<file path="config.mk">
export PLATFORM = sky130hd
export DESIGN_NAME = video_fetch_fifo_flat
export DESIGN_NICKNAME = d
export VERILOG_FILES = /design/src/rtl/video_fetch_fifo_if.sv /design/src/rtl/video_fetch_fifo.sv /design/src/flat_wrapper.sv
export SDC_FILE = /design/constraint.sdc
export NUM_CORES = 1
export LEC_CHECK = 0
export CORE_ASPECT_RATIO = 0.5
export CORE_UTILIZATION = 30
export DETAILED_ROUTE_END_ITERATION = 8
export SETUP_SLACK_MARGIN = 0.2
export SLEW_MARGIN = 20
export SYNTH_ARGS = -nofsm -noshare
export SYNTH_HDL_FRONTEND = slang
export SYNTH_SLANG_ARGS = --single-unit
</file>
<file path="constraint.sdc">
create_clock -name clk -period 4.4 [get_ports clk]
set_input_delay 1.1 -clock clk [delete_from_list [all_inputs] [get_ports clk]]
set_output_delay 1.1 -clock clk [all_outputs]
set_load 0.1 [all_outputs]
</file>
<file path="src/rtl/video_fetch_fifo_if.sv">
// Read-request bus between the frame fetcher (master) and main RAM (slave).
// data_in is valid in the same cycle as data_ready.
`timescale 1ns/1ps
interface video_fetch_fifo_if #(
  parameter int unsigned ADDR_WIDTH = 30
);
  logic                  addr_strobe;
  logic [ADDR_WIDTH-1:0] addr;
  logic                  data_ready;
  logic [31:0]           data_in;

  modport master (output addr_strobe, output addr, input data_ready, input data_in);
  modport slave  (input addr_strobe, input addr, output data_ready, output data_in);
endinterface

</file>
<file path="src/rtl/video_fetch_fifo.sv">
// Frame-buffer fetcher with a show-ahead prefetch FIFO feeding the display stage.
// Define VIDEO_FETCH_UNDERRUN_CNT_EN to build the saturating underrun counter.
`timescale 1ns/1ps
module video_fetch_fifo #(
  parameter int unsigned ADDR_WIDTH  = 30,
  parameter int unsigned DEPTH_LOG2  = 4,
  parameter int unsigned FRAME_WORDS = 38400
) (
  input  logic                  clk,
  input  logic                  reset_n,
  input  logic [ADDR_WIDTH-1:0] base_addr,
  input  logic                  vsync,
  input  logic                  rd,
  video_fetch_fifo_if.master    bus,
  output logic [7:0]            red_byte,
  output logic [7:0]            green_byte,
  output logic [7:0]            blue_byte,
  output logic [7:0]            bright_byte,
  output logic                  underrun,
  output logic [15:0]           underrun_count
);
  localparam int unsigned DEPTH = 1 << DEPTH_LOG2;
  localparam int unsigned CNT_W = DEPTH_LOG2 + 1;
  localparam int unsigned WI_W  = $clog2(FRAME_WORDS + 1);

  typedef enum logic [2:0] {IDLE, FETCH, WAIT, DRAIN, DONE} state_e;

  state_e                state_q, state_d;
  logic                  vs_meta_q, vs_s_q, vs_prev_q;
  logic [ADDR_WIDTH-1:0] addr_ptr_q, addr_ptr_d;
  logic [WI_W-1:0]       issued_q, issued_d;
  logic [DEPTH_LOG2-1:0] head_q, head_d, tail_q, tail_d;
  logic [CNT_W-1:0]      count_q, count_d;
  logic                  underrun_q, underrun_d;
  logic [31:0]           mem_q [DEPTH];
  logic [31:0]           head_word;
  logic                  fs, empty, pop, wr_en, restart;

  assign fs    = vs_prev_q & ~vs_s_q;
  assign empty = (count_q == '0);
  assign pop   = rd & ~empty;

  always_ff @(posedge clk or negedge reset_n) begin
    if (!reset_n) begin
      vs_meta_q  <= 1'b1;
      vs_s_q     <= 1'b1;
      vs_prev_q  <= 1'b1;
      state_q    <= IDLE;
      addr_ptr_q <= '0;
      issued_q   <= '0;
      head_q     <= '0;
      tail_q     <= '0;
      count_q    <= '0;
      underrun_q <= 1'b0;
    end else begin
      vs_meta_q  <= vsync;
      vs_s_q     <= vs_meta_q;
      vs_prev_q  <= vs_s_q;
      state_q    <= state_d;
      addr_ptr_q <= addr_ptr_d;
      issued_q   <= issued_d;
      head_q     <= head_d;
      tail_q     <= tail_d;
      count_q    <= count_d;
      underrun_q <= underrun_d;
    end
  end

  always_ff @(posedge clk) begin
    if (wr_en) mem_q[tail_q] <= bus.data_in;
  end

  always_comb begin
    state_d    = state_q;
    addr_ptr_d = addr_ptr_q;
    issued_d   = issued_q;
    restart    = 1'b0;
    wr_en      = 1'b0;
    case (state_q)
      IDLE, DONE: if (fs) restart = 1'b1;
      FETCH: begin
        if (fs)                                     restart = 1'b1;
        else if (issued_q == WI_W'(FRAME_WORDS))    state_d = DONE;
        else if (count_q < CNT_W'(DEPTH))           state_d = WAIT;
      end
      WAIT: begin
        // A frame start that lands on the ack cycle discards the word directly.
        if (bus.data_ready) begin
          if (fs) restart = 1'b1;
          else begin
            wr_en      = 1'b1;
            addr_ptr_d = addr_ptr_q + ADDR_WIDTH'(1);
            issued_d   = issued_q + WI_W'(1);
            state_d    = FETCH;
          end
        end else if (fs) begin
          state_d = DRAIN;
        end
      end
      DRAIN:   if (bus.data_ready) restart = 1'b1;
      default: state_d = IDLE;
    endcase
    if (restart) begin
      state_d    = FETCH;
      addr_ptr_d = base_addr;
      issued_d   = '0;
    end

    head_d  = head_q + DEPTH_LOG2'(pop);
    tail_d  = tail_q + DEPTH_LOG2'(wr_en);
    count_d = count_q + CNT_W'(wr_en) - CNT_W'(pop);
    if (restart) begin
      head_d  = '0;
      tail_d  = '0;
      count_d = '0;
    end

    underrun_d = underrun_q;
    if (fs)              underrun_d = 1'b0;
    else if (rd && empty) underrun_d = 1'b1;
  end

  assign bus.addr_strobe = (state_q == WAIT) || (state_q == DRAIN);
  assign bus.addr        = addr_ptr_q;

  assign head_word   = empty ? '0 : mem_q[head_q];
  assign red_byte    = head_word[7:0];
  assign green_byte  = head_word[15:8];
  assign blue_byte   = head_word[23:16];
  assign bright_byte = head_word[31:24];
  assign underrun    = underrun_q;

`ifdef VIDEO_FETCH_UNDERRUN_CNT_EN
  logic [15:0] ucnt_q, ucnt_d;

  always_comb begin
    ucnt_d = ucnt_q;
    if (rd && empty && (ucnt_q != '1)) ucnt_d = ucnt_q + 16'd1;
  end

  always_ff @(posedge clk or negedge reset_n) begin
    if (!reset_n) ucnt_q <= '0;
    else          ucnt_q <= ucnt_d;
  end

  assign underrun_count = ucnt_q;
`else
  assign underrun_count = '0;
`endif
endmodule
</file>
<file path="src/flat_wrapper.sv">
// flat-port wrapper written by rule: the top's interface ports become plain ports
module video_fetch_fifo_flat 
#(
  parameter int unsigned ADDR_WIDTH  = 30,
  parameter int unsigned DEPTH_LOG2  = 4,
  parameter int unsigned FRAME_WORDS = 38400
)
  (clk, reset_n, base_addr, vsync, rd, red_byte, green_byte, blue_byte, bright_byte, underrun, underrun_count, bus_addr_strobe, bus_addr, bus_data_ready, bus_data_in);
  video_fetch_fifo_if #(.ADDR_WIDTH(ADDR_WIDTH)) bus_i ();
  input  logic clk;
  input  logic reset_n;
  input  logic [ADDR_WIDTH-1:0] base_addr;
  input  logic vsync;
  input  logic rd;
  output logic [7:0] red_byte;
  output logic [7:0] green_byte;
  output logic [7:0] blue_byte;
  output logic [7:0] bright_byte;
  output logic underrun;
  output logic [15:0] underrun_count;
  output wire logic [$bits(bus_i.addr_strobe)-1:0] bus_addr_strobe;
  output wire logic [$bits(bus_i.addr)-1:0] bus_addr;
  input wire logic [$bits(bus_i.data_ready)-1:0] bus_data_ready;
  input wire logic [$bits(bus_i.data_in)-1:0] bus_data_in;
  assign bus_addr_strobe = bus_i.addr_strobe;
  assign bus_addr = bus_i.addr;
  assign bus_i.data_ready = bus_data_ready;
  assign bus_i.data_in = bus_data_in;
  video_fetch_fifo #(.ADDR_WIDTH(ADDR_WIDTH), .DEPTH_LOG2(DEPTH_LOG2), .FRAME_WORDS(FRAME_WORDS)) u_core (.clk(clk), .reset_n(reset_n), .base_addr(base_addr), .vsync(vsync), .rd(rd), .bus(bus_i), .red_byte(red_byte), .green_byte(green_byte), .blue_byte(blue_byte), .bright_byte(bright_byte), .underrun(underrun), .underrun_count(underrun_count));
endmodule
</file>
# --- Yosys cells after proc, flatten, opt, wreduce, memory -nomap -nowiden ---
# Memories as Yosys holds them, arrays and structs flattened.
# Cells that the tools add are included.
word_totals:
  register_bits: 66
  mem_bits_rw: 512
  output_inout_bits: 80
  wordCells: 75
  mem_count: 1
mem_list:
  columns: ["memory", "depth", "width", "rd", "rd_ports_with_merged_regs", "wr", "line", "rtl"]
  rows:
  - ["u_core.mem_q", 16, 32, 1, 0, 1, "video_fetch_fifo.sv:35", "logic [31:0] mem_q [DEPTH];"]
op_classes:
  add_sub_neg: 6
  order_cmp: 1
  n_eq_ne: 11
  mux: 31
  bitwise_logic: 4
  reduce_logical: 11
ops:
  columns: ["op", "n"]
  rows:
  - ["two-way mux 30 bit", 4]
  - ["two-way mux 16 bit", 4]
  - ["two-way mux 32 bit", 1]
  - ["adder 30 x 1 -> 30 bit, second input constant", 1]
  - ["two-way mux 3 bit", 7]
  - ["adder 16 x 1 -> 16 bit, second input constant", 1]
  - ["equality test 16 bit, second input constant", 1]
  - ["two-way mux 1 bit", 10]
  - ["one-hot mux 3 bit (3 select lines)", 1]
  - ["adder 4 x 1 -> 4 bit", 2]
  - ["two-way mux 4 bit", 2]
  - ["equality test 3 x 2 -> 1 bit, second input constant", 2]
  - ["nonzero test 2 bit", 3]
  - ["OR reduction 3 bit", 2]
  - ["adder 5 x 1 -> 5 bit", 1]
  - ["zero test 5 bit", 1]
  - ["< comparator 5 bit, second input constant", 1]
  - ["two-way mux 5 bit", 1]
  - ["AND reduction 5 bit", 1]
  - ["subtractor 5 x 1 -> 5 bit", 1]
  - ["inequality test 4 x 1 -> 1 bit, second input constant", 1]
  - ["inequality test 4 x 2 -> 1 bit, second input constant", 1]
  - ["inequality test 4 bit, second input constant", 1]
  - ["equality test 3 x 1 -> 1 bit, second input constant", 1]
  - ["11 further kinds", 13]

# --- Depth between registers and ports, before layout ---
depth:
  depth_word: 8
  mapped_depth: 12

# --- Worst setup path before layout ---
# Ideal clock, no wire load.
synth_path:
  path_kind: "flip-flop to flip-flop"
  start: "reg u_core.state_q[2]"
  end: "mem u_core.mem_q[0][0], enable pin"
  setup_ps: 461
  arrival_time_ps: 4329
  required_time_ps: 3939
  setup_slack_ps: -390
  stages_incl_launch_ff: 7
  path_buffers: 1
  period_less_slack_ps: 4790
  cell_sequence: "dfrtp_1 nand2b_1 inv_1 nand3_1 buf_2 or3_1 nor3_1"
synth_via:
  elab_chain_cells: 4
synth_lines:
  columns: ["element", "line", "rtl"]
  rows:
  - ["start, declared", "video_fetch_fifo.sv:28", "state_e state_q, state_d;"]
  - ["start signal, assigned", "video_fetch_fifo.sv:59", "state_q <= state_d;"]
  - ["equality test 3 x 2 -> 1 bit", "video_fetch_fifo.sv:79", "case (state_q)"]
  - ["two-way mux 1 bit", "video_fetch_fifo.sv:79", null]
  - ["two-way mux 1 bit", "video_fetch_fifo.sv:70", "if (wr_en) mem_q[tail_q] <= bus.data_in;"]
  - ["two-way mux 1 bit (not written as such)", "video_fetch_fifo.sv:70", null]
  - ["end, declared", "video_fetch_fifo.sv:35", null]
# Every way passes these cells.

# --- Final worst setup path ---
layout_path:
  start: "reg u_core.head_q[2]"
  end: "out red_byte[4]"
layout_via:
  elab_chain_cells: 2
layout_lines:
  columns: ["element", "line", "rtl"]
  rows:
  - ["start, declared", "video_fetch_fifo.sv:32", "logic [DEPTH_LOG2-1:0] head_q, head_d, tail_q, tail_d;"]
  - ["start signal, assigned", "video_fetch_fifo.sv:51", "head_q <= '0;"]
  - ["start signal, assigned", "video_fetch_fifo.sv:62", "head_q <= head_d;"]
  - ["memory (16 x 32 bit)", null, null]
  - ["two-way mux 32 bit", "video_fetch_fifo.sv:126", "assign head_word = empty ? '0 : mem_q[head_q];"]
  - ["end, declared", "flat_wrapper.sv:15", "output logic [7:0] red_byte;"]
# Every way passes these cells.

==> summary.txt <==
Run status
  • Outcome: complete, no violations

Yosys
  • Cell taking the most area after synthesis: edfxtp_1
  • Post-Syn Area: 23,200 µm²
  • Netlist cell types: 51
  • Top post-synthesis cells by area: edfxtp_1 (66%), mux4_2 (16%), dfrtp_1 (6.8%)
  • Post-synth top area share: 66.3%
  • Yosys Warn Count: 0
  • Post-synth EDFFs: 512
  • Mapped Avg Cell Area: 19.9 µm²
  • #FFs+latches synth: 578
  • Synth Flop Type: edfxtp_1
  • Register area share after synthesis: 73.4%
  • Synth top cells by count: edfxtp_1 (512), mux4_2 (160), dfrtp_1 (63), nand2_1 (50), nor2_1 (39)
  • Cell count after synthesis: 1,166
  • Ys async rst share: 11.4%
  • Cell with the most instances after synthesis: edfxtp_1

Pwr
  • Power density over the cells: 650 nW/µm²
  • Static leakage: 8.95 nW
  • Worst vdd ir: 0.000563 V

Global routing
  • First-pass GRT wire length: 74,900 µm
  • Vias in the first global route: 11,714
  • Grt met2 use: 21.0%
  • Total GRT Usage: 12.6%
  • Largest net degree at the start of global routing: 54
  • Grt ovf: 0
  • GRT met1 Usage: 17.3%
  • Initial antenna violation count: 1
  • Met3 usage: 1.97%
  • Global routing's busiest layer: met2

CTS
  • CTS tree: done
  • CTS HTree Levels: 2
  • TritonCTS Sinks: 578
  • Largest buffer count on any clock path: 3
  • Hold buffers post-CTS: 0
  • Clock transition at the registers of the reported paths: 60 ps
  • Skew-Pair Late Insertion Delay: 610 ps
  • Cts bufs inserted: 55
  • Postcts setup bufs: 3
  • Clock root buffer: clkbuf_16
  • Post-CTS Resized: 0

Drt
  • Antenna Nets Post-Route: 0
  • Vias: 11,377
  • DRC Markers: 0
  • Vias per Instance: 4.72
  • Routed WL per cell: 20.6 µm
  • 1st-pass router iterations: 5
  • 1st-iter DRT viols: 1,002
  • Drt total wl: 49,600 µm

Floorplan
  • Area of the die: 78,500 µm²
  • Initial Util: 30.6%
  • Row count: 71
  • Die extent in x: 395 µm
  • Core Region: 75,900 µm²
  • # IOs: 147
  • Die Ht: 199 µm

Place
  • Placed instance count: 2,307
  • # port buffers: 130
  • RePlAce Congestion: 0.765
  • Dpl hpwl: 29,200 µm

Worst setup path
  • Worst R2R End: u_core.count_q[4]
  • Startpoint types: register
  • CP Max Fanout: 53
  • Largest stage delay on the critical path: 640 ps
  • Worst path required time: 3300 ps
  • Critical path arrival: 2960 ps
  • Worst R2R Start: u_core.count_q[3]
  • R2r setup slk: 1660 ps
  • FF-to-FF path depth: 12
  • Setup CP Type: reg -> out
  • CP cell instances: buf_12 > mux4_2 > mux4_2 > nor2b_1 > buf_12
  • Crit. Startpoint: u_core.head_q[2]
  • CP endpoint kind: output pin
  • Slowest cell on the critical path: dfrtp_4

Timing
  • Maximum clock rate: 246 MHz
  • Max-slew headroom: 30.5%
  • RSZ-0062 raised after global routing: false
  • Minimum clock period: 4060 ps
  • Setup TNS: 0 ps
  • Final Max Tran Viols: 0
  • Skew final: 39.9 ps
  • Final setup violation count: 0
  • Final period utilization: 92.2%
  • Hold Fails Final Rpt: 0
  • Worst slew pin tran: 1040 ps

Hold path
  • Worst Hold End: u_core.vs_s_q
  • Min-Delay Startpoint: u_core.vs_meta_q
  • Cells on Worst Hold Path: 0
  • Hold crit path type: reg -> reg

Job
  • Max cap viols: 0

Final layout
  • Non-Filler Instances: 2,412
  • Post-layout util: 37.0%
  • Share of cells above drive strength 1: 24.9%
  • Area grow syn2layout: 21.1%
  • Fillers: 6,920
  • ANT cells: 0
  • Nets@finish: 1,426
## cell families after synthesis
logic type	count (synthesis)	synth area share, %
AO/OA/AOI/OAI	52	1.35
XOR/XNOR	44	1.66
AND/OR/NAND/NOR	232	5.36
other	1	0.0162
buffers and inverters	82	1.75
flip-flops	578	73.4
adder cells (fa/ha/maj)	14	0.787
multiplexers	163	15.7
## placed cells by master, fill, tap and decap left out, drive strengths merged, types with 14 or more instances in the layout
cell           synthesis  layout
xnor2                 23      23
mux4                 160     160
nand2                 50      50
nand4                 19      19
conb                   1      16
clkbuf                25      72
nor2                  39      39
clkdlybuf4s50          0      96
dfrtp                 63      63
xor2                  21      21
nor2b                 36      36
o21ai                 28      28
nand3                 17      17
nor3                  14      14
buf                   46      82
edfxtp               512     512
clkinv                 1      27
## worst max-delay path: cells and delay by family, from the launching register on
| family | cells | cell delay (ps) |
|---|---|---|
| mux | 2 | 910 |
| flops | 1 | 640 |
| buf+inv | 2 | 530 |
| simple gates | 1 | 180 |
## through the flow
step | setup WS [ps] | instance area (µm²) | power (W) | hold WS, ps
3_3_place_gp | 697 | 26400 | 0.0139 | 346
6_report | 341 | 28100 | 0.0183 | 354
3_5_place_dp | 673 | 26400 | 0.0139 | 349
2_1_floorplan | 467 | 23300 | 0.0117 | 345
5_1_grt | 253 | 28100 | 0.0190 | 365
4_1_cts | 295 | 28100 | 0.0185 | 355
## power breakdown
| part | total (W) | switching, W | internal (W) |
|---|---|---|---|
| clock | 0.00453 | 0.00200 | 0.00253 |
| sequential | 0.00651 | 0.000306 | 0.00621 |
| combinational | 0.00722 | 0.00455 | 0.00268 |
## per-layer routing
metal | vias to the layer above | wire [µm]
met5 | - | 9
met4 | 2 | 977
met3 | 59 | 1830
met2 | 209 | 25100
met1 | 6050 | 21700
li1 | 5057 | -
## final cells by class
| class | count | area [µm²] | area share (%) |
|---|---|---|---|
| inverters | 11 | 41.3 | 0.147 |
| multi-input cells | 521 | 5960 | 21.2 |
| clock inverters | 30 | 249 | 0.886 |
| well taps | 1022 | 1280 | 4.55 |
| clock buffers | 72 | 1470 | 5.23 |
| repair buffers | 178 | 2060 | 7.35 |
| flip-flops and latches | 578 | 17000 | 60.6 |
## flip-flops by register name, indices dropped and copies added, names as in the netlist
signal,flops
u_core.mem_q,512
u_core.bus.addr,30
u_core.issued_q,16
u_core.count_q,5
u_core.head_q,4
u_core.tail_q,4
u_core.state_q,3
u_core.underrun,1
u_core.vs_meta_q,1
u_core.vs_prev_q,1
u_core.vs_s_q,1
## worst max path at each step
stage / end / depth (start not counted)
after CTS: bright_byte[5] / 5
after detailed placement: u_core.mem_q[8][25] / 6
final: red_byte[4] / 5
after global placement: u_core.mem_q[8][28] / 6
after floorplan: u_core.mem_q[12][0] / 6
after global routing: bright_byte[5] / 5
Power figures use the tool's default switching activity.
